File: src/rtl/ex_mem_stage_pkg.sv
// Shared core definitions: ALU opcodes, branch funct3 codes and the EX/MEM control bundle.
// Branch codes follow the RV32I B-type funct3 encoding.
package ex_mem_stage_pkg;

  typedef enum logic [3:0] {
    ALU_ADD  = 4'd0,
    ALU_SUB  = 4'd1,
    ALU_SLL  = 4'd2,
    ALU_SLT  = 4'd3,
    ALU_SLTU = 4'd4,
    ALU_XOR  = 4'd5,
    ALU_SRL  = 4'd6,
    ALU_SRA  = 4'd7,
    ALU_OR   = 4'd8,
    ALU_AND  = 4'd9
  } alu_op_e;

  localparam logic [2:0] BR_BEQ  = 3'b000;
  localparam logic [2:0] BR_BNE  = 3'b001;
  localparam logic [2:0] BR_BLT  = 3'b100;
  localparam logic [2:0] BR_BGE  = 3'b101;
  localparam logic [2:0] BR_BLTU = 3'b110;
  localparam logic [2:0] BR_BGEU = 3'b111;

  typedef struct packed {
    logic regwrite;
    logic memread;
    logic memwrite;
    logic memtoreg;
  } ctrl_t;

endpackage

File: src/rtl/ex_mem_stage_branch_cond.sv
// Branch condition from ALU subtract flags (a - b); zero latency, purely combinational.
// cf=1 means a >= b unsigned (no borrow); reserved funct3 codes are never taken.
module branch_cond
  import ex_mem_stage_pkg::*;
(
  input  logic [2:0] funct3,
  input  logic       cf,
  input  logic       zf,
  input  logic       vf,
  input  logic       sf,
  output logic       cond
);

  always_comb begin
    cond = 1'b0;
    case (funct3)
      BR_BEQ:  cond = zf;
      BR_BNE:  cond = !zf;
      BR_BLT:  cond = (sf != vf);
      BR_BGE:  cond = (sf == vf);
      BR_BLTU: cond = !cf;
      BR_BGEU: cond = cf;
      default: cond = 1'b0;
    endcase
  end

endmodule

File: src/rtl/ex_mem_stage.sv
// EX/MEM pipeline register with branch resolution; 1-cycle latency, redirect registered.
// stall freezes everything (a flush seen during stall is remembered); taken redirects self-squash the next capture.
module ex_mem_stage
  import ex_mem_stage_pkg::*;
#(
  parameter int XLEN = 32,
  parameter int RA_W = 5
) (
  input  logic            clk,
  input  logic            rst,
  input  logic            ex_valid,
  input  logic [XLEN-1:0] ex_alu_r,
  input  logic            ex_cf,
  input  logic            ex_zf,
  input  logic            ex_vf,
  input  logic            ex_sf,
  input  logic [XLEN-1:0] ex_rs2,
  input  logic [RA_W-1:0] ex_rd,
  input  logic            ex_regwrite,
  input  logic            ex_memread,
  input  logic            ex_memwrite,
  input  logic            ex_memtoreg,
  input  logic            ex_branch,
  input  logic            ex_jump,
  input  logic [2:0]      ex_funct3,
  input  logic [XLEN-1:0] ex_target,
  input  logic [XLEN-1:0] ex_pc4,
  input  logic            stall,
  input  logic            flush,
  output logic            mem_valid,
  output logic            mem_regwrite,
  output logic            mem_memread,
  output logic            mem_memwrite,
  output logic            mem_memtoreg,
  output logic [XLEN-1:0] mem_result,
  output logic [XLEN-1:0] mem_rs2,
  output logic [RA_W-1:0] mem_rd,
  output logic [2:0]      mem_funct3,
  output logic            redirect,
  output logic [XLEN-1:0] redirect_pc
);

  logic            cond;
  logic            taken;
  logic            kill;

  logic            valid_q,      valid_d;
  ctrl_t           ctrl_q,       ctrl_d;
  logic [XLEN-1:0] result_q,     result_d;
  logic [XLEN-1:0] rs2_q,        rs2_d;
  logic [RA_W-1:0] rd_q,         rd_d;
  logic [2:0]      funct3_q,     funct3_d;
  logic            taken_q,      taken_d;
  logic [XLEN-1:0] target_q,     target_d;
  logic            flush_pend_q, flush_pend_d;
  logic            squash_q,     squash_d;

  branch_cond u_branch_cond (
    .funct3 (ex_funct3),
    .cf     (ex_cf),
    .zf     (ex_zf),
    .vf     (ex_vf),
    .sf     (ex_sf),
    .cond   (cond)
  );

  assign taken = (ex_branch & cond) | ex_jump;
  assign kill  = flush | flush_pend_q | squash_q;

  always_comb begin
    valid_d      = valid_q;
    ctrl_d       = ctrl_q;
    result_d     = result_q;
    rs2_d        = rs2_q;
    rd_d         = rd_q;
    funct3_d     = funct3_q;
    taken_d      = taken_q;
    target_d     = target_q;
    flush_pend_d = flush_pend_q;
    squash_d     = squash_q;

    if (!stall) begin
      valid_d         = ex_valid & !kill;
      ctrl_d.regwrite = ex_regwrite & !kill;
      ctrl_d.memread  = ex_memread & !kill;
      ctrl_d.memwrite = ex_memwrite & !kill;
      ctrl_d.memtoreg = ex_memtoreg;
      taken_d         = taken & !kill;
      result_d        = ex_jump ? ex_pc4 : ex_alu_r;
      rs2_d           = ex_rs2;
      rd_d            = ex_rd;
      funct3_d        = ex_funct3;
      target_d        = ex_target;
      flush_pend_d    = 1'b0;
      // Whatever EX holds next cycle was fetched down the wrong path.
      squash_d        = valid_d & taken;
    end else if (flush) begin
      flush_pend_d = 1'b1;
    end
  end

  always_ff @(posedge clk) begin
    if (rst) begin
      valid_q      <= 1'b0;
      ctrl_q       <= '0;
      result_q     <= '0;
      rs2_q        <= '0;
      rd_q         <= '0;
      funct3_q     <= '0;
      taken_q      <= 1'b0;
      target_q     <= '0;
      flush_pend_q <= 1'b0;
      squash_q     <= 1'b0;
    end else begin
      valid_q      <= valid_d;
      ctrl_q       <= ctrl_d;
      result_q     <= result_d;
      rs2_q        <= rs2_d;
      rd_q         <= rd_d;
      funct3_q     <= funct3_d;
      taken_q      <= taken_d;
      target_q     <= target_d;
      flush_pend_q <= flush_pend_d;
      squash_q     <= squash_d;
    end
  end

  assign mem_valid    = valid_q;
  assign mem_regwrite = ctrl_q.regwrite;
  assign mem_memread  = ctrl_q.memread;
  assign mem_memwrite = ctrl_q.memwrite;
  assign mem_memtoreg = ctrl_q.memtoreg;
  assign mem_result   = result_q;
  assign mem_rs2      = rs2_q;
  assign mem_rd       = rd_q;
  assign mem_funct3   = funct3_q;
  assign redirect     = valid_q & taken_q;
  assign redirect_pc  = target_q;

endmodule

File: config.mk
export PLATFORM = sky130hd
export DESIGN_NAME = ex_mem_stage
export DESIGN_NICKNAME = d
export VERILOG_FILES = /design/src/rtl/ex_mem_stage_pkg.sv /design/src/rtl/ex_mem_stage_branch_cond.sv /design/src/rtl/ex_mem_stage.sv
export SDC_FILE = /design/constraint.sdc
export NUM_CORES = 1
export LEC_CHECK = 0
export BUFFER_PORTS_ARGS = -buffer_cell sky130_fd_sc_hd__buf_2
export CAP_MARGIN = 20
export CORE_ASPECT_RATIO = 0.5
export CORE_UTILIZATION = 35
export DETAILED_ROUTE_END_ITERATION = 7
export PLACE_DENSITY = 0.67
export SLEW_MARGIN = 10
export SYNTH_ARGS = -nofsm -noshare
export SYNTH_HDL_FRONTEND = slang
export SYNTH_HIERARCHICAL = 1
export SYNTH_SLANG_ARGS = --single-unit
File: constraint.sdc
create_clock -name clk -period 2 [get_ports clk]
set_input_delay 0.5 -clock clk [delete_from_list [all_inputs] [get_ports clk]]
set_output_delay 0.5 -clock clk [all_outputs]
set_load 0.005 [all_outputs]
After elaboration in Yosys (flattened, before gate mapping)

Index checks and enable logic that the tools add are counted.

Register bits after elaboration: 112
Output and inout bits: 110
Memories: 0
ROM bits: 0
Latch bits: 0
Input port bits: 151
Memory bits (writable): 0

Div/mod/pow operators: 0
Bitwise operators: 12
Magnitude comparators: 0
Reductions and logical operators: 5
Mux-type cells: 2
Add/sub/neg operators: 0
Shifts and indexed selects: 0
Multiply operators: 0
Equal/unequal tests: 7

Operators with widths:

| kind                 | count |
|---|---|
| $mux W32             | 1 |
| $eq A3 B3 Y1 const B | 4 |
| $and A1 B1 Y1        | 8 |
| $pmux W1 S6          | 1 |
| $eq A3 B1 Y1 const B | 1 |
| $logic_not A1 Y1     | 3 |
| $logic_not A3 Y1     | 1 |
| $or A1 B1 Y1         | 3 |
| $reduce_or A2 Y1     | 1 |
| $eq A1 B1 Y1         | 1 |
| $ne A1 B1 Y1         | 1 |
| $not A1 Y1           | 1 |

Longest topological paths before layout

Depth in word-level cells: 5
Mapped depth: 5

By module

The synthesis kept the hierarchy.

Modules (own cells, without submodules):

| module       | times used | area each (um^2) | seq. area each (um^2) | cells an instance |
|---|---|---|---|---|
| ex_mem_stage | 1          | 4322.9           | 2242.2                | 395 |
| branch_cond  | 1          | 67.6             | 0.0                   | 10 |

Worst setup path after synthesis

No wires, ideal clock.

Kind: input to register
Start: in ex_sf
End: reg squash_q
Arrival: 1678 ps
Cell stages on the path: 5
Data required time: 1883 ps
Setup time: 117 ps
Path slack: 205 ps
Cells stage by stage: xnor2_1 and4b_1 or4_1 a21o_1 a32o_1

Word-level cells in the longest chain between the ends: 5

RTL lines:

| what                                         | RTL line                                                       | RTL |
|---|---|---|
| start: declaration                           | ex_mem_stage.sv:16                                             | `input logic ex_sf,` |
| $eq A1 B1 Y1 or $ne A1 B1 Y1 (tied branches) | ex_mem_stage_branch_cond.sv:20, ex_mem_stage_branch_cond.sv:19 |  |
| $pmux W1 S6 *                                | ex_mem_stage_branch_cond.sv:16                                 | `case (funct3)` |
| named net cond                               | ex_mem_stage.sv:43                                             | `logic cond;` |
| $and A1 B1 Y1 *                              | ex_mem_stage.sv:67                                             | `assign taken = (ex_branch & cond) \| ex_jump;` |
| $or A1 B1 Y1 *                               | ex_mem_stage.sv:67                                             |  |
| $and A1 B1 Y1 *                              | ex_mem_stage.sv:96                                             | `squash_d = valid_d & taken;` |
| end signal: assignment                       | ex_mem_stage.sv:124                                            | `squash_q <= squash_d;` |
| end: declaration                             | ex_mem_stage.sv:56                                             | `logic squash_q, squash_d;` |

Mark *: on every way through the listed nets, which the timed path passes. The rest lies on a longest branch.
A chain may end at the register's enable or synchronous reset.

Worst setup path in the final report

Start: in ex_vf
End: reg squash_q

Word-level cells in the longest chain between the ends: 5

RTL lines:

| what                                         | RTL line                                                       | RTL |
|---|---|---|
| start: declaration                           | ex_mem_stage.sv:15                                             | `input logic ex_vf,` |
| $eq A1 B1 Y1 or $ne A1 B1 Y1 (tied branches) | ex_mem_stage_branch_cond.sv:20, ex_mem_stage_branch_cond.sv:19 |  |
| $pmux W1 S6 *                                | ex_mem_stage_branch_cond.sv:16                                 |  |
| named net cond                               | ex_mem_stage.sv:43                                             |  |
| $and A1 B1 Y1 *                              | ex_mem_stage.sv:67                                             |  |
| $or A1 B1 Y1 *                               | ex_mem_stage.sv:67                                             |  |
| $and A1 B1 Y1 *                              | ex_mem_stage.sv:96                                             |  |

Marks and branches as above.

==> impl_metrics.ini <==
[clock_network]
cts_tree = yes
cts.clk_slew.worst_paths_ns = 0.07
clk_latency_ns = 0.33
cts_sinks = 112
post_cts_buffers = 0
hold_buffers = 0
cts-root-buf = clkbuf_16
numCtsBuffers = 9
htree_num_levels = 3
postCtsResizedCells = 0
cts_buffer_depth = 2

[cells_and_area]
diodes = 0
final_net_count = 803
drive_gt1_frac = 0.428
fin_cells = 822
syn_to_final_growth_pct = 38.2
finish.utilization = 0.505

[grt]
antenna_found_initial = 1
grt_pass1_vias = 3447
grt-ovfl-total = 0
grt_util_all_layers = 0.159
grt_max_degree = 67
grt_pass1_wl_microns = 16500

[worst_setup_path]
crit_slowest_cell = or4_1
required_ns = 2.23
crit_chain = buf_2 -> xnor2_1 -> and4b_1 -> or4_1 -> a21o_1 -> a32o_1
worstSetupPathType = input port to flop
cp-start-kind = input port
critPathMaxFanout = 2
critPathMaxStageDelay_ns = 0.50
crit_path_end_kind = flop
arrival_ns = 1.89

[floorplanning]
placementRows = 28
core_area_sq_um = 12000
die_h_microns = 81.2
die_area_sq_um = 13000
die_x_microns = 160
num_io_pins = 261
start_util = 0.365

[placement]
placedCellCount = 806
place_congestion = 0.736
port_buffers = 260
dp_hpwl_microns = 8150

[logic_synthesis]
syn_area_sq_um = 4390
synth.avg_cell_area_sq_um = 10.8
synth_nets = 556
synth-seq-area-share = 0.511
ys.warnings.count = 6
synth.ff_latch_count = 112
synth.distinct_cells = 25
netlist_instances = 405

[sta]
whs_ns = 0.364
final.setup.tns_ns = 0
rsz0062_at_grt = false
fmax_mhz = 600
slew_headroom = 0.511
clock_skew_ns = 0.00384
slew_violations = 0
fin_crit_ns = 1.67
setup_viol = 0
worst_slew_pin_slew_ns = 0.733
finalHoldViolCount = 0
final.period_utilization = 0.834

[route]
wire_per_inst_microns = 12.9
drt_iter0_drc = 117
postRouteAntennaNets = 0
viasPerCell = 4.42
vias = 3631
drc = 0
first_pass_iters = 4
wl_microns = 10600

[run_status]
status = complete, no violations

[pwr]
p_leak_nw = 3.25
vdd_drop_max_mv = 0.454
cellPowerDensity_nw_per_um2 = 781
total_power_mw = 4.74

[min_path]
hp-class = input port to flop

[run]
max_cap_violations = 0
kinds of logic after synthesis:
group           after synthesis  synth area share
compound gates                9            0.0168
simple gates                116             0.108
mux                         137             0.321
flops                       112             0.511
buf+inv                      29            0.0390
xor+xnor                      2           0.00399
report_power, final:
part / internal, mW / switching [mW] / total (mW) / leakage (nW)
clock: 0.877 / 0.750 / 1.63 / 0.130
combinational: 0.373 / 0.310 / 0.683 / 2.19
sequential: 2.37 / 0.0595 / 2.43 / 0.924
cells in the mapped netlist:
cell type / count / area share
nor3_1: 1 / 0.0011
or2_2: 1 / 0.0014
nand2_1: 2 / 0.0017
nor4b_1: 1 / 0.0020
or4_4: 1 / 0.0026
clkbuf_1: 7 / 0.0060
nor2_4: 1 / 0.0026
mux2_1: 32 / 0.082
a22o_1: 5 / 0.010
xnor2_1: 2 / 0.0040
mux2i_1: 105 / 0.24
buf_4: 1 / 0.0017
nor2_1: 105 / 0.090
a21o_1: 1 / 0.0017
buf_2: 11 / 0.013
or4_1: 1 / 0.0017
nor2b_1: 1 / 0.0014
and4b_1: 1 / 0.0023
a21oi_1: 1 / 0.0011
buf_6: 6 / 0.015
and2_1: 1 / 0.0014
a32o_1: 1 / 0.0023
o21a_1: 1 / 0.0017
buf_1: 4 / 0.0034
dfxtp_1: 112 / 0.51
cells in the final DEF (no fill, tap or decap), drive strengths merged:
| cell | netlist | layout |
|---|---|---|
| a22o | 5 | 5 |
| dfxtp | 112 | 112 |
| or2 | 1 | 1 |
| or4 | 2 | 2 |
| mux2i | 105 | 105 |
| clkinvlp | 0 | 1 |
| a21oi | 1 | 1 |
| clkbuf | 7 | 13 |
| a21o | 1 | 1 |
| nor3 | 1 | 1 |
| and4b | 1 | 1 |
| nor4b | 1 | 1 |
| o21a | 1 | 1 |
| and2 | 1 | 1 |
| nor2 | 106 | 106 |
| xnor2 | 2 | 2 |
| clkinv | 0 | 2 |
| mux2 | 32 | 32 |
| buf | 22 | 265 |
| nand2 | 2 | 2 |
| a32o | 1 | 1 |
| nor2b | 1 | 1 |
path summary, 6_finish.rpt:
check                                  to                      start  slack [ns]  cells past startpoint
max reg2reg         squash_q$_SDFFE_PP0N_      squash_q$_SDFFE_PP0N_        0.74                      3
min reg2reg     flush_pend_q$_SDFFE_PP0P_  flush_pend_q$_SDFFE_PP0P_        0.47                      1
max                 squash_q$_SDFFE_PP0N_                      ex_vf        0.33                      6
min          redirect_pc[29]$_SDFFE_PP0N_                        rst        0.36                      2
layer usage:
layer	vias to the layer above	track usage	part of all wire	wire length (microns)
li1	1860	-	-	-
met1	1659	0.183	0.42	4420
met2	97	0.295	0.52	5530
met3	15	0.0429	0.049	517
met4	0	0.0448	0.016	166
met5	-	0	0	0
worst max-delay path, delay by kind of cell:
kind            cells  cell delay [ns]
compound gates      2             0.44
simple gates        2             0.70
xor+xnor            1             0.15
buf+inv             1             0.10
flip-flops by register name, indices dropped and copies added, names as in the netlist, 3 cells and up:
| name | flops |
|---|---|
| mem_funct3 | 3 |
| mem_rd | 5 |
| mem_result | 32 |
| mem_rs2 | 32 |
| redirect_pc | 32 |
cell type report:
cell class                      instances  area, sq um
Fill cell                            1148         5950
Tap cell                              165          206
Clock buffer                           13          250
Timing Repair Buffer                  265         1370
Clock inverter                          3         17.5
Sequential cell                       112         2240
Multi-Input combinational cell        264         1980
per-stage QoR:
step / worst slack [ns] / area (sq um)
after floorplan: 0.205 / 4390
after global placement: 0.0236 / 5800
after detailed placement: -0.00724 / 5800
after CTS: 0.333 / 6070
after global routing: 0.288 / 6070
final: 0.332 / 6070
(Power assumes the default switching activity.)
